### config.mk
export PLATFORM = sky130hd
export DESIGN_NAME = fetch_queue_unit
export DESIGN_NICKNAME = d
export VERILOG_FILES = /design/src/rtl/fetch_queue_unit.sv
export SDC_FILE = /design/constraint.sdc
export NUM_CORES = 1
export LEC_CHECK = 0
export BUFFER_PORTS_ARGS = -buffer_cell sky130_fd_sc_hd__buf_4
export CAP_MARGIN = 40
export CORE_ASPECT_RATIO = 0.75
export CORE_MARGIN = 2
export CORE_UTILIZATION = 30
export DETAILED_ROUTE_END_ITERATION = 7
export GPL_ROUTABILITY_DRIVEN = 0
export MAX_ROUTING_LAYER = met4
export PLACE_DENSITY_LB_ADDON = 0.12
export RECOVER_POWER = 50
export SLEW_MARGIN = 40
export SYNTH_ARGS = -nofsm -noshare
export SYNTH_HDL_FRONTEND = slang
export SYNTH_SLANG_ARGS = --single-unit
### constraint.sdc
create_clock -name clk -period 5.4 [get_ports clk]
set_input_delay 0.27 -clock clk [delete_from_list [all_inputs] [get_ports clk]]
set_output_delay 0.27 -clock clk [all_outputs]
set_load 0.01 [all_outputs]
### src/rtl/fetch_queue_unit.sv
// fetch_queue_unit
//   Instruction-fetch front end. Issues PC-sequential requests to a
//   variable-latency instruction memory, with at most one request
//   outstanding. Returned words are buffered with their PCs in a DEPTH-entry
//   first-word-fall-through FIFO. Decode consumes them over a valid/ready
//   handshake. A redirect flushes the FIFO and restarts fetch. Fetch stops
//   after an HLT word is returned. Once that HLT is consumed by decode, the
//   unit freezes until reset.
//
//   Optional build macro: FETCH_PERF_EN adds three saturating 32-bit
//   performance counters (perf_fetched, perf_starve, perf_flushed).
//
// Ports
//   clk, rst           clock; synchronous active-high reset
//   imem_req_*         fetch request (valid/addr out, ready in)
//   imem_resp_*        in-order response word from instruction memory
//   redirect_*         single-cycle flush pulse with the new fetch PC
//   out_*              FIFO head: valid, instruction, PC, PC + PC_STEP; ready in
//   halted             sticky; set once an HLT word has been consumed
//   buf_count          number of occupied FIFO entries
//   perf_*             (FETCH_PERF_EN only) performance counters
module fetch_queue_unit #(
  parameter int              ADDR_W      = 16,
  parameter int              INSTR_W     = 16,
  parameter int              DEPTH       = 4,
  parameter logic [ADDR_W-1:0] RESET_PC  = '0,
  parameter int              PC_STEP     = 2,
  parameter logic [3:0]      HALT_OPCODE = 4'hF
) (
  input  logic                       clk,
  input  logic                       rst,
  output logic                       imem_req_valid,
  output logic [ADDR_W-1:0]          imem_req_addr,
  input  logic                       imem_req_ready,
  input  logic                       imem_resp_valid,
  input  logic [INSTR_W-1:0]         imem_resp_data,
  input  logic                       redirect_valid,
  input  logic [ADDR_W-1:0]          redirect_pc,
  output logic                       out_valid,
  output logic [INSTR_W-1:0]         out_instr,
  output logic [ADDR_W-1:0]          out_pc,
  output logic [ADDR_W-1:0]          out_pc_next,
  input  logic                       out_ready,
  output logic                       halted,
  output logic [$clog2(DEPTH+1)-1:0] buf_count
`ifdef FETCH_PERF_EN
  ,
  output logic [31:0]                perf_fetched,
  output logic [31:0]                perf_starve,
  output logic [31:0]                perf_flushed
`endif
);

  localparam int CNT_W = $clog2(DEPTH+1);
  localparam int PTR_W = $clog2(DEPTH);

  typedef enum logic [1:0] {S_REQ, S_WAIT, S_STOP} state_t;

  state_t              r_state;
  logic [ADDR_W-1:0]   r_fetch_pc;
  logic [ADDR_W-1:0]   r_req_pc;
  logic                r_inflight;
  logic                r_discard;
  logic                r_halted;
  logic [PTR_W-1:0]    r_wr_ptr;
  logic [PTR_W-1:0]    r_rd_ptr;
  logic [CNT_W-1:0]    r_count;
  logic [INSTR_W-1:0]  r_instr_q [DEPTH];
  logic [ADDR_W-1:0]   r_pc_q    [DEPTH];

  logic                w_redirect;
  logic                w_credit_ok;
  logic                w_req_fire;
  logic                w_resp;
  logic                w_resp_halt;
  logic                w_push;
  logic                w_pop;
  logic                w_head_halt;

  // A redirect is ignored once halted; everything else keys off w_redirect.
  assign w_redirect  = redirect_valid & ~r_halted;

  // Credit check counts the in-flight word so a response always has a slot.
  assign w_credit_ok = (int'(r_count) + int'(r_inflight)) < DEPTH;

  assign imem_req_valid = (r_state == S_REQ) & w_credit_ok & ~redirect_valid
                        & ~r_halted & ~rst;
  assign imem_req_addr  = r_fetch_pc;
  assign w_req_fire     = imem_req_valid & imem_req_ready;

  assign w_resp      = (r_state == S_WAIT) & imem_resp_valid;
  assign w_resp_halt = (imem_resp_data[INSTR_W-1 -: 4] == HALT_OPCODE);
  assign w_push      = w_resp & ~r_discard & ~w_redirect;

  assign out_valid   = (r_count != '0) & ~redirect_valid;
  assign out_instr   = r_instr_q[r_rd_ptr];
  assign out_pc      = r_pc_q[r_rd_ptr];
  assign out_pc_next = out_pc + ADDR_W'(PC_STEP);
  assign w_pop       = out_valid & out_ready & ~r_halted;
  assign w_head_halt = (out_instr[INSTR_W-1 -: 4] == HALT_OPCODE);

  assign halted      = r_halted;
  assign buf_count   = r_count;

  // Control: FSM, fetch PC, FIFO pointers and occupancy
  always_ff @(posedge clk) begin
    if (rst) begin
      r_state    <= S_REQ;
      r_fetch_pc <= RESET_PC;
      r_inflight <= 1'b0;
      r_discard  <= 1'b0;
      r_halted   <= 1'b0;
      r_wr_ptr   <= '0;
      r_rd_ptr   <= '0;
      r_count    <= '0;
    end else begin
      if (w_pop && w_head_halt) begin
        r_halted <= 1'b1;
      end
      if (w_redirect) begin
        r_fetch_pc <= redirect_pc;
        r_wr_ptr   <= '0;
        r_rd_ptr   <= '0;
        r_count    <= '0;
        // A response landing in the redirect cycle retires the outstanding
        // request (its word is dropped), so only a still-pending request
        // needs a discard marker.
        if (r_inflight && !imem_resp_valid) begin
          r_state   <= S_WAIT;
          r_discard <= 1'b1;
        end else begin
          r_state    <= S_REQ;
          r_inflight <= 1'b0;
          r_discard  <= 1'b0;
        end
      end else begin
        if (w_push) begin
          r_wr_ptr <= r_wr_ptr + 1'b1;
        end
        if (w_pop) begin
          r_rd_ptr <= r_rd_ptr + 1'b1;
        end
        r_count <= r_count + CNT_W'(w_push) - CNT_W'(w_pop);
        case (r_state)
          S_REQ: begin
            if (w_req_fire) begin
              r_fetch_pc <= r_fetch_pc + ADDR_W'(PC_STEP);
              r_inflight <= 1'b1;
              r_state    <= S_WAIT;
            end
          end
          S_WAIT: begin
            if (imem_resp_valid) begin
              r_inflight <= 1'b0;
              r_discard  <= 1'b0;
              // A discarded HLT must not stop fetch.
              if (!r_discard && w_resp_halt) begin
                r_state <= S_STOP;
              end else begin
                r_state <= S_REQ;
              end
            end
          end
          S_STOP: begin
            r_state <= S_STOP;
          end
          default: begin
            r_state <= S_REQ;
          end
        endcase
      end
    end
  end

  // Data: request PC capture and FIFO storage (no reset needed)
  always_ff @(posedge clk) begin
    if (w_req_fire) begin
      r_req_pc <= r_fetch_pc;
    end
    if (w_push) begin
      r_instr_q[r_wr_ptr] <= imem_resp_data;
      r_pc_q[r_wr_ptr]    <= r_req_pc;
    end
  end

`ifdef FETCH_PERF_EN
  logic [31:0] r_perf_fetched;
  logic [31:0] r_perf_starve;
  logic [31:0] r_perf_flushed;
  logic        w_dropped;
  logic [31:0] w_flush_inc;

  function automatic logic [31:0] sat_add(input logic [31:0] a, input logic [31:0] inc);
    logic [32:0] sum;
    sum = {1'b0, a} + {1'b0, inc};
    return sum[32] ? 32'hFFFF_FFFF : sum[31:0];
  endfunction

  // A response is dropped either by a pending discard or by a same-cycle redirect.
  assign w_dropped   = w_resp & (r_discard | w_redirect);
  assign w_flush_inc = (w_redirect ? 32'(r_count) : 32'd0) + 32'(w_dropped);

  // Performance counters
  always_ff @(posedge clk) begin
    if (rst) begin
      r_perf_fetched <= '0;
      r_perf_starve  <= '0;
      r_perf_flushed <= '0;
    end else begin
      r_perf_fetched <= sat_add(r_perf_fetched, 32'(w_push));
      r_perf_starve  <= sat_add(r_perf_starve, 32'(out_ready & ~out_valid & ~r_halted));
      r_perf_flushed <= sat_add(r_perf_flushed, w_flush_inc);
    end
  end

  assign perf_fetched = r_perf_fetched;
  assign perf_starve  = r_perf_starve;
  assign perf_flushed = r_perf_flushed;
`endif

endmodule

==> flow_summary.toml, run 1 <==
[timing]
finalClockSkew_ns = 0.009054
maxSlewViolCount = 76
tns_ns = 0
maxSlewHeadroom_pct = -17.76
min_period_over_period_pct = 72.17
post-route-min-period_ns = 3.897
fmax_mhz = 256.6
rsz0062_at_grt = "no"
report.final.setup_viol = 0
worst_pin_slew_ns = 1.722
finalHoldViolCount = 0

[clocking]
h-tree-depth = 4
cts_buffer_depth = 2
cts_setup_buffers = 0
post_cts_resized = 0
hold_buffers = 0
cts_root_buffer = "clkbuf_16"
cts_tree = "built"
clock_sinks = 174
insertion_delay_ns = 0.43
numCtsBuffers = 17
clkTransAtPathRegs_ns = 0.06

[power]
pwr_density_cell_nw_per_um2 = 329.2
peakVddDrop_uv = 178.8
leakagePower_uw = 0.002807

[setup_path]
max_stage_delay_ns = 1.50
arrival_ns = 3.63
cp_cell_sequence = "mux4_2 > ha_1 > nand3_1 > nor2_1 > and4_1 > xor2_1 > buf_4"
r2r_start = "halted$_SDFFE_PP0P_"
crit_type = "reg2out"
cp_max_fo = 32
endpoint_kind = "output port"
crit_path_start_kind = "flop"
cpMaxStageDelayCell = "dfxtp_1"
required_ns = 5.13

[synthesis]
synth_compound_area_share_pct = 3.053
syn-cell-area_um2 = 6925
synth_ff_type = "edfxtp_1"
netlist_top_cells_count = "edfxtp_1, nor2_1, mux4_2"
ys_warn_count = 0
synth_edf_count = 144
synth-seq-area-share_pct = 71.11
yosys.area_share.simple_pct = 8.022
synth_top_family_by_area = "multiplexers"
synthCells = 409
synth_cell_type_count = 40
ys_async_sr_fraction_pct = 0
avgSynthCellArea_um2 = 16.93
synth.largest_area_cell = "edfxtp_1"
yosys_register_bits = 174
synth-xor-area-share_pct = 3.668
yosysMostFrequentCell = "edfxtp_1"
netlist_top_cells_area = "edfxtp_1, mux4_2, dfxtp_1, xor2_1, nor2_1"
synthAdderAreaFrac_pct = 1.915
synth_nets = 457
netlist.area_leader.share_pct = 62.44
yosys-mux-area-fraction_pct = 10.55

[outcome]
violations = "max-capacitance violations, max-slew violations"
status = "complete, but fails checks"

[global_route]
antenna_found_initial = 0
first_global_vias = 4086
grt_pass1_wl_um = 24140
track_usage_pct = 13.92
grt.overflow.total = 0
grt_max_degree = 36

[detailed_routing]
topRoutingLayerUsed = "met4"
drt_pass1_iterations = 4
post-route-drc-count = 0
met2_length_um = 7332
m1WireLength_um = 7671
vias_per_cell = 4.640
wl_met3_um = 586
vias = 3874
dr.first_iter.drc_count = 262
wl_per_cell_um = 18.82
routed_wl_um = 15720
ant_nets = 0

[floorplanning]
die-area_um2 = 24330
start_util_pct = 30.35
fp-row-count = 48
die_w_um = 179.4
ioPinCount = 108
dieHeight_um = 135.6
core_area_um2 = 22820

[finish]
diodes = 0
syn_to_final_growth_pct = 22.22
fin_cells = 835
nets = 570
fin_area_um2 = 8464
drive_above_1_share_pct = 25.79
fillers = 2182

[flow_run]
cap_viol_max_count = 3

[place]
dp.cells = 803
placed_cell_area_um2 = 8073
io_buffers = 107
dp_hpwl_um = 10150

[min_path]
worstHoldPathType = "in2reg"
min-delay-start = "redirect_pc[0]"
## state kept, by name, indices dropped and copies added, names as in the netlist, named ones only
signal         flops
halted             1
r_inflight         1
r_req_pc          16
r_rd_ptr           2
r_discard          1
r_pc_q            64
imem_req_addr     16
buf_count          3
r_wr_ptr           2
r_instr_q         64
r_state            2
## worst paths after layout
kind	end	slack (ns)	cells past startpoint
worst max register to register	r_req_pc[11]$_DFFE_PP_	1.72	4
worst min register to register	r_discard$_SDFFE_PP0P_	0.49	2
worst max-delay path	out_pc_next[11]	1.50	7
worst min-delay path	imem_req_addr[0]$_SDFFE_PP0P_	0.09	3
## cells by family (layout without fill, tap and decap cells)
family	count (synthesis)	after routing
compound gates	27	27
xor+xnor	29	29
fa+ha+maj	10	10
buf+inv	28	154
flops	174	174
mux	33	33
simple gates	108	108
## layout by cell type (no fill, tap or decap), types with 3 or more instances in the layout
| cell | count |
|---|---|
| ha_1 | 9 |
| inv_1 | 13 |
| clkinv_4 | 3 |
| inv_6 | 4 |
| nand2_1 | 17 |
| buf_4 | 66 |
| nor2_1 | 34 |
| xor2_1 | 20 |
| edfxtp_1 | 144 |
| and3_1 | 7 |
| nand3_1 | 13 |
| dfxtp_1 | 29 |
| clkbuf_1 | 43 |
| nand4_1 | 10 |
| and2_1 | 3 |
| xnor2_1 | 9 |
| a211oi_1 | 13 |
| nor3_1 | 3 |
| clkbuf_16 | 17 |
| and2_4 | 4 |
| mux4_2 | 32 |
| a21oi_1 | 5 |
| and4_1 | 4 |
| clkinv_2 | 3 |
## worst max-delay path: cells and delay by family, from the launching register on
| family | cells | cell delay [ns] |
|---|---|---|
| flops | 1 | 1.50 |
| simple gates | 3 | 0.66 |
| mux | 1 | 0.52 |
| fa+ha+maj | 1 | 0.24 |
| xor+xnor | 1 | 0.15 |
| buf+inv | 1 | 0.14 |
## layer usage
metal / vias to the layer above / global-route usage [%]
li1: 1811 / -
met1: 1970 / 18.24
met2: 83 / 21.39
met3: 10 / 3.629
met4: 0 / 4.155
met5: - / -
## stage by stage
stage / utilization [%] / worst slack [ns] / hold WS, ns / power (µW)
after floorplan: - / 3.060 / 0.3689 / 1550
after global placement: 35.31 / 2.550 / 0.4668 / 1616
after detailed placement: 35.37 / 2.619 / 0.4741 / 1619
after CTS: 37.93 / 2.148 / 0.01448 / 2830
after global routing: 37.09 / 1.206 / 0.08632 / 2883
final: 37.09 / 1.503 / 0.09469 / 2786
## cell type report
class	instances	area [µm²]	share of cell area [%]
sequential	174	4926	58.20
tap	300	375.4	4.435
clock buffer	17	425.4	5.026
timing repair buffer	109	656.9	7.761
clock inverter	15	158.9	1.877
inverter	13	48.80	0.5765
multi-input combinational	207	1873	22.13
## power by group
part / internal, µW / switching, µW
combinational: 36.3 / 52.3
sequential: 1470 / 21.0
clock: 688 / 524
total: 2190 / 597
(Power assumes the default switching activity.)
==> inputs of run 2 (changes only) <==
clock period = 3.52 ns   (was 5.4 ns; I/O delays follow)
==> run 2 against run 1 <==
The flow now finishes without violations; total power grew 53%; sequential share of layout area shrank 1.5 points; critical path depth is the same; wire length grew 2.8%; highest routed layer unchanged; die area is the same.
==> flow_summary.toml, run 2 (synthesized netlist as in run 1, its figures left out) <==
[setup_path]
max_stage_delay_ns = 0.67
cpMaxStageDelayCell = "dfxtp_2"
path_delay_family = "flip-flops"
required_ns = 3.34
cp_num_buf_inv = 1
cp_max_fo = 17
crit_path_start_kind = "flop"
endpoint_kind = "output port"
crit_type = "reg2out"
arrival_ns = 2.71
cp_cell_sequence = "mux4_2 > ha_1 > nand3_1 > nor2_1 > and4_1 > xor2_1 > buf_4"

[timing]
rsz0062_at_grt = "no"
report.final.setup_viol = 0
post-route-min-period_ns = 2.886
worst_pin_slew_ns = 0.9059
maxSlewHeadroom_pct = 39.61
min_period_over_period_pct = 81.98
hold_ws_ns = 0.03584
timing.final.ws_setup_ns = 0.6344
maxSlewViolCount = 0
finalClockSkew_ns = 0.009015
tns_ns = 0
fmax_mhz = 346.5
finalHoldViolCount = 0

[detailed_routing]
wl_met3_um = 649
drt_pass1_iterations = 4
vias = 4021
vias_per_cell = 4.670
post-route-drc-count = 0
topRoutingLayerUsed = "met4"
routed_wl_um = 16160
met2_length_um = 7271
ant_nets = 0
wl_per_cell_um = 18.77
m1WireLength_um = 8039
dr.first_iter.drc_count = 250

[flow_run]
cap_viol_max_count = 0

[min_path]
worstHoldPathType = "in2reg"

[finish]
syn_to_final_growth_pct = 25.42
diodes = 0
layout_common_cells = "edfxtp_1, buf_4, clkbuf_1, nor2_1, mux4_2"
reg.largest.list = "r_instr_q x64, r_pc_q x64"
mostFrequentLayoutCell = "edfxtp_1"
nets = 596
drive_above_1_share_pct = 25.67

[global_route]
grt_max_degree = 33
antenna_found_initial = 0
first_global_vias = 4187
grt_pass1_wl_um = 24980
grt.overflow.total = 0
track_usage_pct = 14.21

[power]
peakVddDrop_uv = 288.9
p_clk_share_pct = 43.2
swShare_pct = 22.48
p_int_uw = 3314
power_switching_uw = 961.2
pwr_density_cell_nw_per_um2 = 492.2
total_power_uw = 4275
pwr-share-seq_pct = 53.3
power_frac_comb_pct = 3.6
leakagePower_uw = 0.002893

[place]
dp_slack_ns = 0.9806
dp_hpwl_um = 10900
io_buffers = 107

[clocking]
cts_tree = "built"
cts_buffer_depth = 2
h-tree-depth = 4
insertion_delay_ns = 0.43
post_cts_resized = 0
cts_root_buffer = "clkbuf_16"
hold_buffers = 16
numCtsBuffers = 17
clkTransAtPathRegs_ns = 0.07
clock_sinks = 174
cts_setup_buffers = 0

[floorplanning]
core_area_um2 = 22820
die_w_um = 179.4
ioPinCount = 108
fp-row-count = 48
dieHeight_um = 135.6
die-area_um2 = 24330
start_util_pct = 30.35

[outcome]
status = "finished, final reports clean"
-- run 2: cell count changes in the layout (fill, tap and decap cells not counted), moves of 3 or more --
| cell | before | now |
|---|---|---|
| buf_4 | 66 | 70 |
| and2_4 | 4 | 0 |
| clkbuf_1 | 43 | 50 |
| dlygate4sd3_1 | 0 | 16 |
| clkinv_2 | 3 | 0 |
| and2_2 | 0 | 4 |
-- run 2: layout make-up --
cell class	instances	area, µm²
Clock buffer	18	429.2
Clock inverter	14	150.1
Fill cell	2196	14140
Inverter	13	48.80
Multi-Input combinational cell	207	1886
Sequential cell	174	4927
Tap cell	300	375.4
Timing Repair Buffer	135	869.6
-- run 2: worst paths after layout --
kind                                              start                             to  slack, ns  cells past startpoint
worst max-delay path                               flop                out_pc_next[11]       0.63                      7
worst max register to register  r_state[1]$_SDFFE_PP0P_        buf_count[2]$_SDFF_PP0_       0.93                     10
worst min register to register   r_req_pc[11]$_DFFE_PP_        r_pc_q[1][11]$_DFFE_PP_       0.49                      0
worst min-delay path                     redirect_pc[0]  imem_req_addr[0]$_SDFFE_PP0P_       0.04                      3
-- run 2: layer usage --
layer	global-route usage (%)	vias to the layer above
li1	-	1869
met1	19.51	2043
met2	20.86	95
met3	3.333	14
met4	4.607	0
met5	-	-
-- run 2: power by group through the flow --
| stage | sequential (µW) | clock (µW) | combinational [µW] |
|---|---|---|---|
| after floorplan | 2320 | 0 | 60.5 |
| after CTS | 2280 | 1890 | 176 |
| final | 2280 | 1850 | 152 |
| after detailed placement | 2320 | 0 | 161 |
| after global placement | 2320 | 0 | 160 |
| after global routing | 2280 | 1960 | 168 |
-- run 2: worst register-to-register path, cell delays in order (launching register included) --
cell     delay [ns]
dfxtp_1        0.37
nor2b_1        0.21
nand2_1        0.12
nor3_1         0.60
inv_1          0.10
ha_1           0.30
inv_1          0.04
ha_1           0.17
fa_1           0.37
xor2_1         0.15
nor2_1         0.05
-- run 2: stage by stage --
| stage | utilization [%] | area [µm²] | instances |
|---|---|---|---|
| after floorplan | - | 6925 | 409 |
| after global placement | 35.64 | 8134 | 813 |
| after detailed placement | 35.64 | 8134 | 813 |
| after CTS | 38.88 | 8874 | 861 |
| after global routing | 38.06 | 8686 | 861 |
| final | 38.06 | 8686 | 861 |
